==> config.mk <==
export PLATFORM = sky130hd
export DESIGN_NAME = vmsu_seq_mult
export DESIGN_NICKNAME = d
export VERILOG_FILES = /design/src/rtl/vmsu_seq_mult.sv
export SDC_FILE = /design/constraint.sdc
export NUM_CORES = 1
export LEC_CHECK = 0
export BUFFER_PORTS_ARGS = -buffer_cell sky130_fd_sc_hd__buf_2
export CORE_ASPECT_RATIO = 0.75
export CORE_MARGIN = 10
export CORE_UTILIZATION = 50
export DETAILED_ROUTE_END_ITERATION = 10
export PLACE_DENSITY = 0.73
export SYNTH_ARGS = -nofsm -noshare
export SYNTH_HDL_FRONTEND = slang
export SYNTH_SLANG_ARGS = --single-unit
==> constraint.sdc <==
create_clock -name wb_clk_i -period 3.1 [get_ports wb_clk_i]
set_clock_uncertainty 0.1 [all_clocks]
set_input_delay 0.155 -clock wb_clk_i [delete_from_list [all_inputs] [get_ports wb_clk_i]]
set_output_delay 0.155 -clock wb_clk_i [all_outputs]
set_load 0.005 [all_outputs]
==> src/rtl/vmsu_seq_mult.sv <==
// Sequential shift-add WIDTH x WIDTH multiplier (signed/unsigned per operation), start/ready/done handshake.
// Define VMSU_MAC_EN to turn p_o into an accumulator cleared by acc_clr_i.
module vmsu_seq_mult #(
    parameter int unsigned WIDTH = 8
) (
    input  logic                 wb_clk_i,
    input  logic                 wb_rst_i,
    input  logic                 start_i,
    input  logic [WIDTH-1:0]     a_i,
    input  logic [WIDTH-1:0]     b_i,
    input  logic                 signed_i,
    input  logic                 acc_clr_i,
    output logic                 ready_o,
    output logic                 busy_o,
    output logic                 done_o,
    output logic [2*WIDTH-1:0]   p_o
);

    localparam int unsigned PW    = 2 * WIDTH;
    localparam int unsigned CNT_W = $clog2(WIDTH);

    typedef enum logic [1:0] {
        IDLE,
        CALC,
        FIX
    } state_t;

    state_t             r_state;
    state_t             w_next;
    logic               w_ready;
    logic               w_busy;
    logic               w_last;

    logic [PW-1:0]      r_mcand;
    logic [WIDTH-1:0]   r_mplier;
    logic               r_neg;
    logic [PW-1:0]      r_sum;
    logic [CNT_W-1:0]   r_cnt;
    logic [PW-1:0]      r_p;
    logic               r_done;

    logic [WIDTH-1:0]   w_a_mag;
    logic [WIDTH-1:0]   w_b_mag;
    logic [PW-1:0]      w_addend;
    logic [PW-1:0]      w_result;

`ifndef VMSU_MAC_EN
    logic               w_unused_acc_clr;
    assign w_unused_acc_clr = acc_clr_i;
`endif

    // -2^(WIDTH-1) negates to itself, which reads correctly as an unsigned magnitude
    assign w_a_mag  = (signed_i && a_i[WIDTH-1]) ? -a_i : a_i;
    assign w_b_mag  = (signed_i && b_i[WIDTH-1]) ? -b_i : b_i;
    assign w_last   = (r_cnt == CNT_W'(WIDTH - 1));
    assign w_addend = r_mplier[0] ? r_mcand : '0;
    assign w_result = r_neg ? -r_sum : r_sum;

    always_ff @(posedge wb_clk_i or posedge wb_rst_i) begin
        if (wb_rst_i) begin
            r_state <= IDLE;
        end else begin
            r_state <= w_next;
        end
    end

    always_comb begin
        w_next  = r_state;
        w_ready = 1'b0;
        w_busy  = 1'b0;
        case (r_state)
            IDLE: begin
                w_ready = 1'b1;
                if (start_i) begin
                    w_next = CALC;
                end
            end
            CALC: begin
                w_busy = 1'b1;
                if (w_last) begin
                    w_next = FIX;
                end
            end
            FIX: begin
                w_busy = 1'b1;
                w_next = IDLE;
            end
            default: begin
                w_next = IDLE;
            end
        endcase
    end

    // Multiplicand shifts left and multiplier right each step; equivalent to adding a << cnt when b[cnt] is set
    always_ff @(posedge wb_clk_i or posedge wb_rst_i) begin
        if (wb_rst_i) begin
            r_mcand  <= '0;
            r_mplier <= '0;
            r_neg    <= 1'b0;
            r_sum    <= '0;
            r_cnt    <= '0;
            r_p      <= '0;
            r_done   <= 1'b0;
        end else begin
            r_done <= 1'b0;
            case (r_state)
                IDLE: begin
`ifdef VMSU_MAC_EN
                    if (acc_clr_i) begin
                        r_p <= '0;
                    end
`endif
                    if (start_i) begin
                        r_mcand  <= {{WIDTH{1'b0}}, w_a_mag};
                        r_mplier <= w_b_mag;
                        r_neg    <= signed_i & (a_i[WIDTH-1] ^ b_i[WIDTH-1]);
                        r_sum    <= '0;
                        r_cnt    <= '0;
                    end
                end
                CALC: begin
                    r_sum    <= r_sum + w_addend;
                    r_mcand  <= r_mcand << 1;
                    r_mplier <= r_mplier >> 1;
                    r_cnt    <= r_cnt + 1'b1;
                end
                FIX: begin
`ifdef VMSU_MAC_EN
                    r_p <= r_p + w_result;
`else
                    r_p <= w_result;
`endif
                    r_done <= 1'b1;
                end
                default: ;
            endcase
        end
    end

    assign ready_o = w_ready;
    assign busy_o  = w_busy;
    assign done_o  = r_done;
    assign p_o     = r_p;

endmodule

# After elaboration in Yosys (flattened, before gate mapping)
# Cells that the tools add are included.
# op_classes
addsub,5
eq_ne,5
mux,18
bitwise,2
n_reduce_logical,8
# ops
operator,n
two-way mux 16 bit,4
one-hot mux 16 bit (2 select lines),2
two-way mux 8 bit,3
adder 16 bit,1
negation 16 bit,1
negation 8 bit,2
one-hot mux 8 bit (2 select lines),1
one-hot mux 3 bit (2 select lines),1
AND reduction 2 bit,3
two-way mux 2 bit,2
"inequality test 2 bit, second input constant",2
one-hot mux 2 bit (2 select lines),1
"adder 3 x 1 -> 3 bit, second input constant",1
"equality test 3 bit, second input constant",1
two-way mux 1 bit,3
two-way mux 3 bit,1
"equality test 2 x 1 -> 1 bit, second input constant",1
"equality test 2 bit, second input constant",1
logical AND 1 bit,2
logical NOT 2 bit,1
nonzero test 2 bit,1
OR reduction 2 bit,1
AND 1 bit,1
XOR 1 bit,1
# word_totals
register_bits,63
input_bits,21
out_inout_bits,19
elab_cells,46

# Logic depth before layout (Yosys ltp)
# Gate-level depths: netlist (run 1).
# depth
ltp_word,4
mapped_depth,11
mapped_depth_nobuf,10

# Worst setup path before layout (run 1)
# No wires, ideal clock.
# synth_path
kind,reg2reg
start,reg r_mplier[0]
end,reg r_sum[10]
setup_ns,0.070
arrival_time_ns,2.359
required_ns,2.930
path_slack_ns,0.571
path_stages_with_launch,12
synth_period_minus_slack_ns,2.529
cell_sequence,dfrtp_1 -> clkbuf_1 -> and2_1 -> ha_1 -> inv_1 -> fa_1 -> nor2b_1 -> o21a_1 -> o21a_1 -> o2111ai_1 -> a2111oi_0 -> nand3b_1
# synth_via
elab_chain_cells,3
# synth_lines
item,line_no,rtl
"start, declared",35,logic [WIDTH-1:0] r_mplier;
"start signal, assigned",115,r_mplier <= w_b_mag;
"start signal, assigned",124,r_mplier <= r_mplier >> 1;
two-way mux 16 bit,56,assign w_addend = r_mplier[0] ? r_mcand : '0;
adder 16 bit,122,r_sum <= r_sum + w_addend;
one-hot mux 16 bit (2 select lines),106,case (r_state)
"end signal, assigned",122,
"end, declared",37,logic [PW-1:0] r_sum;
# Every way passes these cells.
# A chain may end at the register's enable or synchronous reset.

# Final worst setup path (run 1)
# Ends and elaborated chain as after synthesis.

==> flow_summary.ini, run 1 <==
[timing]
worst_pin_slew_ns = 0.9797
fin_crit_ns = 2.786
tns_ns = 0
fin_ws_ns = 0.3135
final-setup-viol-count = 0
drv_slew = 0
timing.hold.ws_ns = 0.03346
max_slew_margin = 0.3459
rsz0062_at_grt = false
max_freq_ghz = 0.3589
hold_viol = 0
post-route-period-util = 0.8989

[floorplan]
core_area_um2 = 7848
fp.dieH_um = 97.64
dieArea_um2 = 12060
start_util = 0.5121
num_rows = 28
ios = 40
die_x_um = 123.5

[placed_design]
dpl_worst_slack_ns = 0.2655
place_hpwl_um = 7096
place.port_buffers = 38
place.gp.congestion = 0.9106
placed_area_um2 = 4348
placed_cells = 594

[power_and_ir_drop]
power_density_nw_per_um2 = 927.4
power_mw = 4.235
vdd_drop_max_uv = 397.0
cellLeakagePower_nw = 2.106

[cts]
insertion_delay_ns = 0.34
clockBufferDepth = 2
numClockSinks = 63
clkSlewWorstSetupHoldPaths_ns = 0.08
root_buffer = clkbuf_8
cts_made_buffers = 9
tritoncts = yes
htreeDepth = 3

[logic_synthesis]
synth_ff_type = dfrtp_1
yosysWarnings = 0
synthArstFlopShare = 1.000
synth_area_um2 = 4019
synth-edff-count = 0
syn_area_per_cell_um2 = 8.718
ys_seq_area_frac = 0.3923
ys_ff_latch = 63
syn-num-nets = 506
syn_inst = 461
ys_types = 52

[global_routing]
grt_pass1_wl_um = 15910
grt_max_degree = 48
met2_usage = 0.2232
grt_pass1_vias = 3234
antenna_found_initial = 0
track_usage = 0.1596
grt_use_met1 = 0.2403
busiest_layer = met1
use_met3 = 0.04065
overflow = 0

[worst_setup_path]
crit_type = register to register
crit_required_ns = 3.27
crit_family = compound AO/OA/AOI/OAI gates
critical_path.most_common_cell = o21a_1
slowest_delay_ns = 0.51
end_kind = register
critPathMaxFanout = 17
crit_path_start_kind = register
crit_chain = and2_1 > ha_1 > inv_1 > fa_1 > nor2b_1 > o21a_1 > o21a_1 > o2111ai_1 > a2111oi_0 > nand3b_1
critPathArrivalTime_ns = 2.96
crit_buf_inv = 1
slowest_stage = dfrtp_2

[finish]
drive_gt1_frac = 0.1443
nets = 546
post-route-cell-area_um2 = 4567
fin_cells = 611
num_antenna_cells = 0
postLayoutCoreUtil = 0.5820
synthToLayoutAreaGrowth_pct = 13.64

[routing]
drt-initial-drc-count = 273
wl_um = 9381
ant_nets = 0
vias_per_cell = 5.671
dr.pass1.iters = 7
via_count = 3465
drc = 0
wl_per_cell_um = 15.35

[hold_path]
hp-class = primary input to register

[status]
status = complete, no violations

[run]
drv_cap = 0
## layout by cell type (no fill, tap or decap), types with 9 or more instances in the layout
cell type | Yosys | routed
ha_1 | 23 | 23
buf_2 | 0 | 38
buf_4 | 0 | 9
inv_1 | 20 | 19
o31ai_1 | 10 | 10
clkbuf_8 | 0 | 10
xnor2_1 | 10 | 10
o21ai_0 | 38 | 38
a21oi_1 | 54 | 54
nor3_1 | 9 | 9
nand2_1 | 44 | 44
nand3_1 | 10 | 10
dfrtp_1 | 63 | 62
and2_1 | 17 | 17
xor2_1 | 18 | 18
nor2_1 | 36 | 36
a22o_1 | 11 | 11
## registers in the layout, indices dropped and copies added, names as in the netlist
signal and flops:
r_mplier 8, r_neg 1, p_o 16, r_cnt 3, r_state 2, r_sum 16, done_o 1, r_mcand 16
## Yosys cell counts (all sizes together), types with 7 or more instances
| cell type | count | area [um2] |
|---|---|---|
| a31oi | 7 | 43.79 |
| nand2 | 44 | 165.2 |
| o21ai | 38 | 190.2 |
| nor3 | 10 | 61.31 |
| xnor2 | 10 | 87.58 |
| nand3 | 11 | 60.06 |
| and2 | 17 | 106.4 |
| xor2 | 18 | 157.7 |
| clkbuf | 18 | 67.56 |
| a21oi | 54 | 270.3 |
| nor2 | 36 | 135.1 |
| dfrtp | 63 | 1577 |
| ha | 23 | 287.8 |
| inv | 20 | 75.07 |
| o31ai | 10 | 75.07 |
| a22o | 11 | 96.34 |
| or3 | 8 | 51.30 |
## kinds of logic (layout without fill, tap and decap cells)
group / Yosys count / count (layout) / synth area share
AO/OA/AOI/OAI: 150 / 150 / 0.2323
XOR/XNOR: 28 / 28 / 0.06102
buffers and inverters: 39 / 84 / 0.03642
AND/OR/NAND/NOR: 152 / 152 / 0.1884
multiplexers: 5 / 5 / 0.01308
flip-flops: 63 / 63 / 0.3923
adder cells (fa/ha/maj): 24 / 24 / 0.07659
## layer usage
metal,share of wire,vias up
met3,0.069,7
li1,-,1747
met4,0.0053,0
met2,0.42,91
met1,0.51,1620
met5,0,-
## where the power goes
group	switching [mW]	internal, mW	leakage [nW]	total, mW
Sequential	0.344	1.16	0.820	1.50
Combinational	1.16	0.834	1.19	1.99
Clock	0.347	0.395	0.0947	0.742
## final timing paths
kind                              from           to  depth (start not counted)  slack [ns]
max reg2reg                r_mplier[0]    r_sum[10]                         10        0.31
min in group asynchronous     wb_rst_i     r_cnt[2]                          3        0.49
min                            start_i   r_state[0]                          3        0.03
min reg2reg                r_mplier[3]  r_mplier[3]                          2        0.39
max                        r_mplier[0]    r_sum[10]                         10        0.31
max in group asynchronous     wb_rst_i      p_o[11]                          4        1.63
## area by class of cell
type                            instances  area [um2]
Timing Repair Buffer                   48       267.8
Inverter                               20       75.07
Fill cell                             694        3281
Clock buffer                           10       137.6
Sequential cell                        63        1578
Clock inverter                          6       70.07
Tap cell                              105       131.4
Multi-Input combinational cell        359        2307
## what timing repair did
action	CTS	global route
hold buffers	1	0
hold endpoints to repair	46	0
setup endpoints to repair	0	1
setup buffers	0	0
resized for setup	0	1
## tightest hold or removal path, delay by kind of cell
family | cells | cell delay (ns)
buffers and inverters | 1 | 0.13
AO/OA/AOI/OAI | 2 | 0.16
Power figures use the tool's default switching activity.
==> run 2, diff against run 1 <==
CORE_UTILIZATION = 24   (was 50)
PLACE_DENSITY = 0.43   (was 0.73)
==> flow_summary.ini, run 2 (synthesis gave the netlist of run 1 again) <==
[status]
status = complete, no violations

[global_routing]
grt_max_degree = 33
antenna_found_initial = 0
grt_pass1_vias = 3333
overflow = 0
track_usage = 0.09552
grt_pass1_wl_um = 17860

[routing]
wl_um = 10550
drc = 0
vias_per_cell = 4.820
dr.pass1.iters = 4
wl_per_cell_um = 14.69
via_count = 3461
ant_nets = 0
drt-initial-drc-count = 198

[floorplan]
ios = 40
start_util = 0.2478
dieArea_um2 = 22370
core_area_um2 = 16220
fp.dieH_um = 132.1
die_x_um = 169.4
num_rows = 40

[timing]
final-setup-viol-count = 0
tns_ns = 0
max_freq_ghz = 0.3686
fin_crit_ns = 2.713
post-route-period-util = 0.8751
hold_viol = 0
worst_pin_slew_ns = 0.7059
fin_ws_ns = 0.3871
rsz0062_at_grt = false
max_slew_margin = 0.5262
drv_slew = 0

[worst_setup_path]
critPathMaxFanout = 17
crit_chain = and2_1 > ha_1 > inv_1 > fa_1 > nor2b_1 > o21a_1 > o21a_1 > o2111ai_1 > a2111oi_0 > nand3b_1
crit_path_start_kind = register
crit_required_ns = 3.26
crit_type = register to register
end_kind = register
slowest_delay_ns = 0.50
critical_path.most_common_cell = o21a_1
critPathArrivalTime_ns = 2.87
slowest_stage = dfrtp_2

[placed_design]
place_hpwl_um = 8172
place.port_buffers = 38
dpl_worst_slack_ns = 0.2787
place.gp.congestion = 0.8841

[cts]
insertion_delay_ns = 0.32
clkSlewWorstSetupHoldPaths_ns = 0.05
htreeDepth = 3
numClockSinks = 63
clockBufferDepth = 2
tritoncts = yes
cts_made_buffers = 9
root_buffer = clkbuf_16

[finish]
final_cell_mix = 62 x dfrtp_1, 54 x a21oi_1, 44 x nand2_1
multiInputGateArea_um2 = 2307
nets = 549
n_fill_cell = 1747
postLayoutCoreUtil = 0.2988
synthToLayoutAreaGrowth_pct = 20.55
final_common_cell = dfrtp_1
drive_gt1_frac = 0.1476
num_antenna_cells = 0
regArea_um2 = 1578

[power_and_ir_drop]
swShare = 0.4067
power_density_nw_per_um2 = 960.6
clockPowerShare = 0.238
p_int_mw = 2.761
p_comb_frac = 0.437
cellLeakagePower_nw = 2.190
power_mw = 4.654
sequentialPowerShare = 0.325
switching_power_mw = 1.893
vdd_drop_max_uv = 233.9

[run]
drv_cap = 0

[hold_path]
hp-class = primary input to register
run 2: cell count changes in the layout (fill, tap and decap cells not counted), sizes merged:
cell	previous run	this run
bufinv	1	2
buf	47	50
clkinvlp	3	0
clkinv	2	1
clkbuf	10	12
run 2: metrics by stage:
| stage | cells | hold WS [ns] | instance area, um2 |
|---|---|---|---|
| final | 718 | 0.07666 | 4845 |
| after detailed placement | 702 | 0.01820 | 4502 |
| after global routing | 718 | 0.07116 | 4845 |
| after floorplan | 461 | 0.2303 | 4019 |
| after CTS | 718 | 0.05863 | 4843 |
| after global placement | 702 | 0.01517 | 4502 |
run 2: layer usage:
metal	up-vias	global-route usage	wire (um)	share of wire
met5	-	0	0	0
met4	0	0.03397	161	0.015
met3	11	0.02324	576	0.055
met2	79	0.1237	3961	0.38
met1	1615	0.1456	5852	0.55
li1	1756	-	-	-
run 2: power groups by stage:
stage	Combinational (mW)	Clock, mW	Sequential (mW)
detailed placement	2.05	0	1.53
CTS	2.06	1.14	1.51
global route	2.34	1.17	1.58
global placement	2.02	0	1.51
floorplan	1.48	0	1.40
finish	2.03	1.11	1.51
run 2: layout make-up:
cell class              instances  share of cell area
clock buffers                  12             0.05501
clock inverters                 3             0.01343
inverters                      20             0.01550
multi-input cells             359              0.4762
flip-flops and latches         63              0.3257
well taps                     210             0.05424
repair buffers                 51             0.05992
run 2: critical path, delay by kind of cell, from the launching register on:
family / cells / cell delay, ns
flip-flops: 1 / 0.50
adder cells (fa/ha/maj): 2 / 0.56
buffers and inverters: 1 / 0.06
AO/OA/AOI/OAI: 4 / 1.00
AND/OR/NAND/NOR: 3 / 0.45
run 2: worst paths after layout:
kind	start	end	slack (ns)	cells past startpoint
max	r_mplier[0]	r_sum[10]	0.39	10
min	start_i	r_state[0]	0.08	3
max reg2reg	r_mplier[0]	r_sum[10]	0.39	10
min reg2reg	r_mplier[3]	r_mplier[3]	0.38	2
max in group asynchronous	wb_rst_i	r_mplier[0]	1.92	4
min in group asynchronous	wb_rst_i	p_o[0]	0.22	3
run 2: repair_timing:
item,in CTS,in global routing
hold buffers,1,0
hold endpoints to repair,12,0
setup buffers,0,0
setup endpoints to repair,0,1
resized for setup,0,1
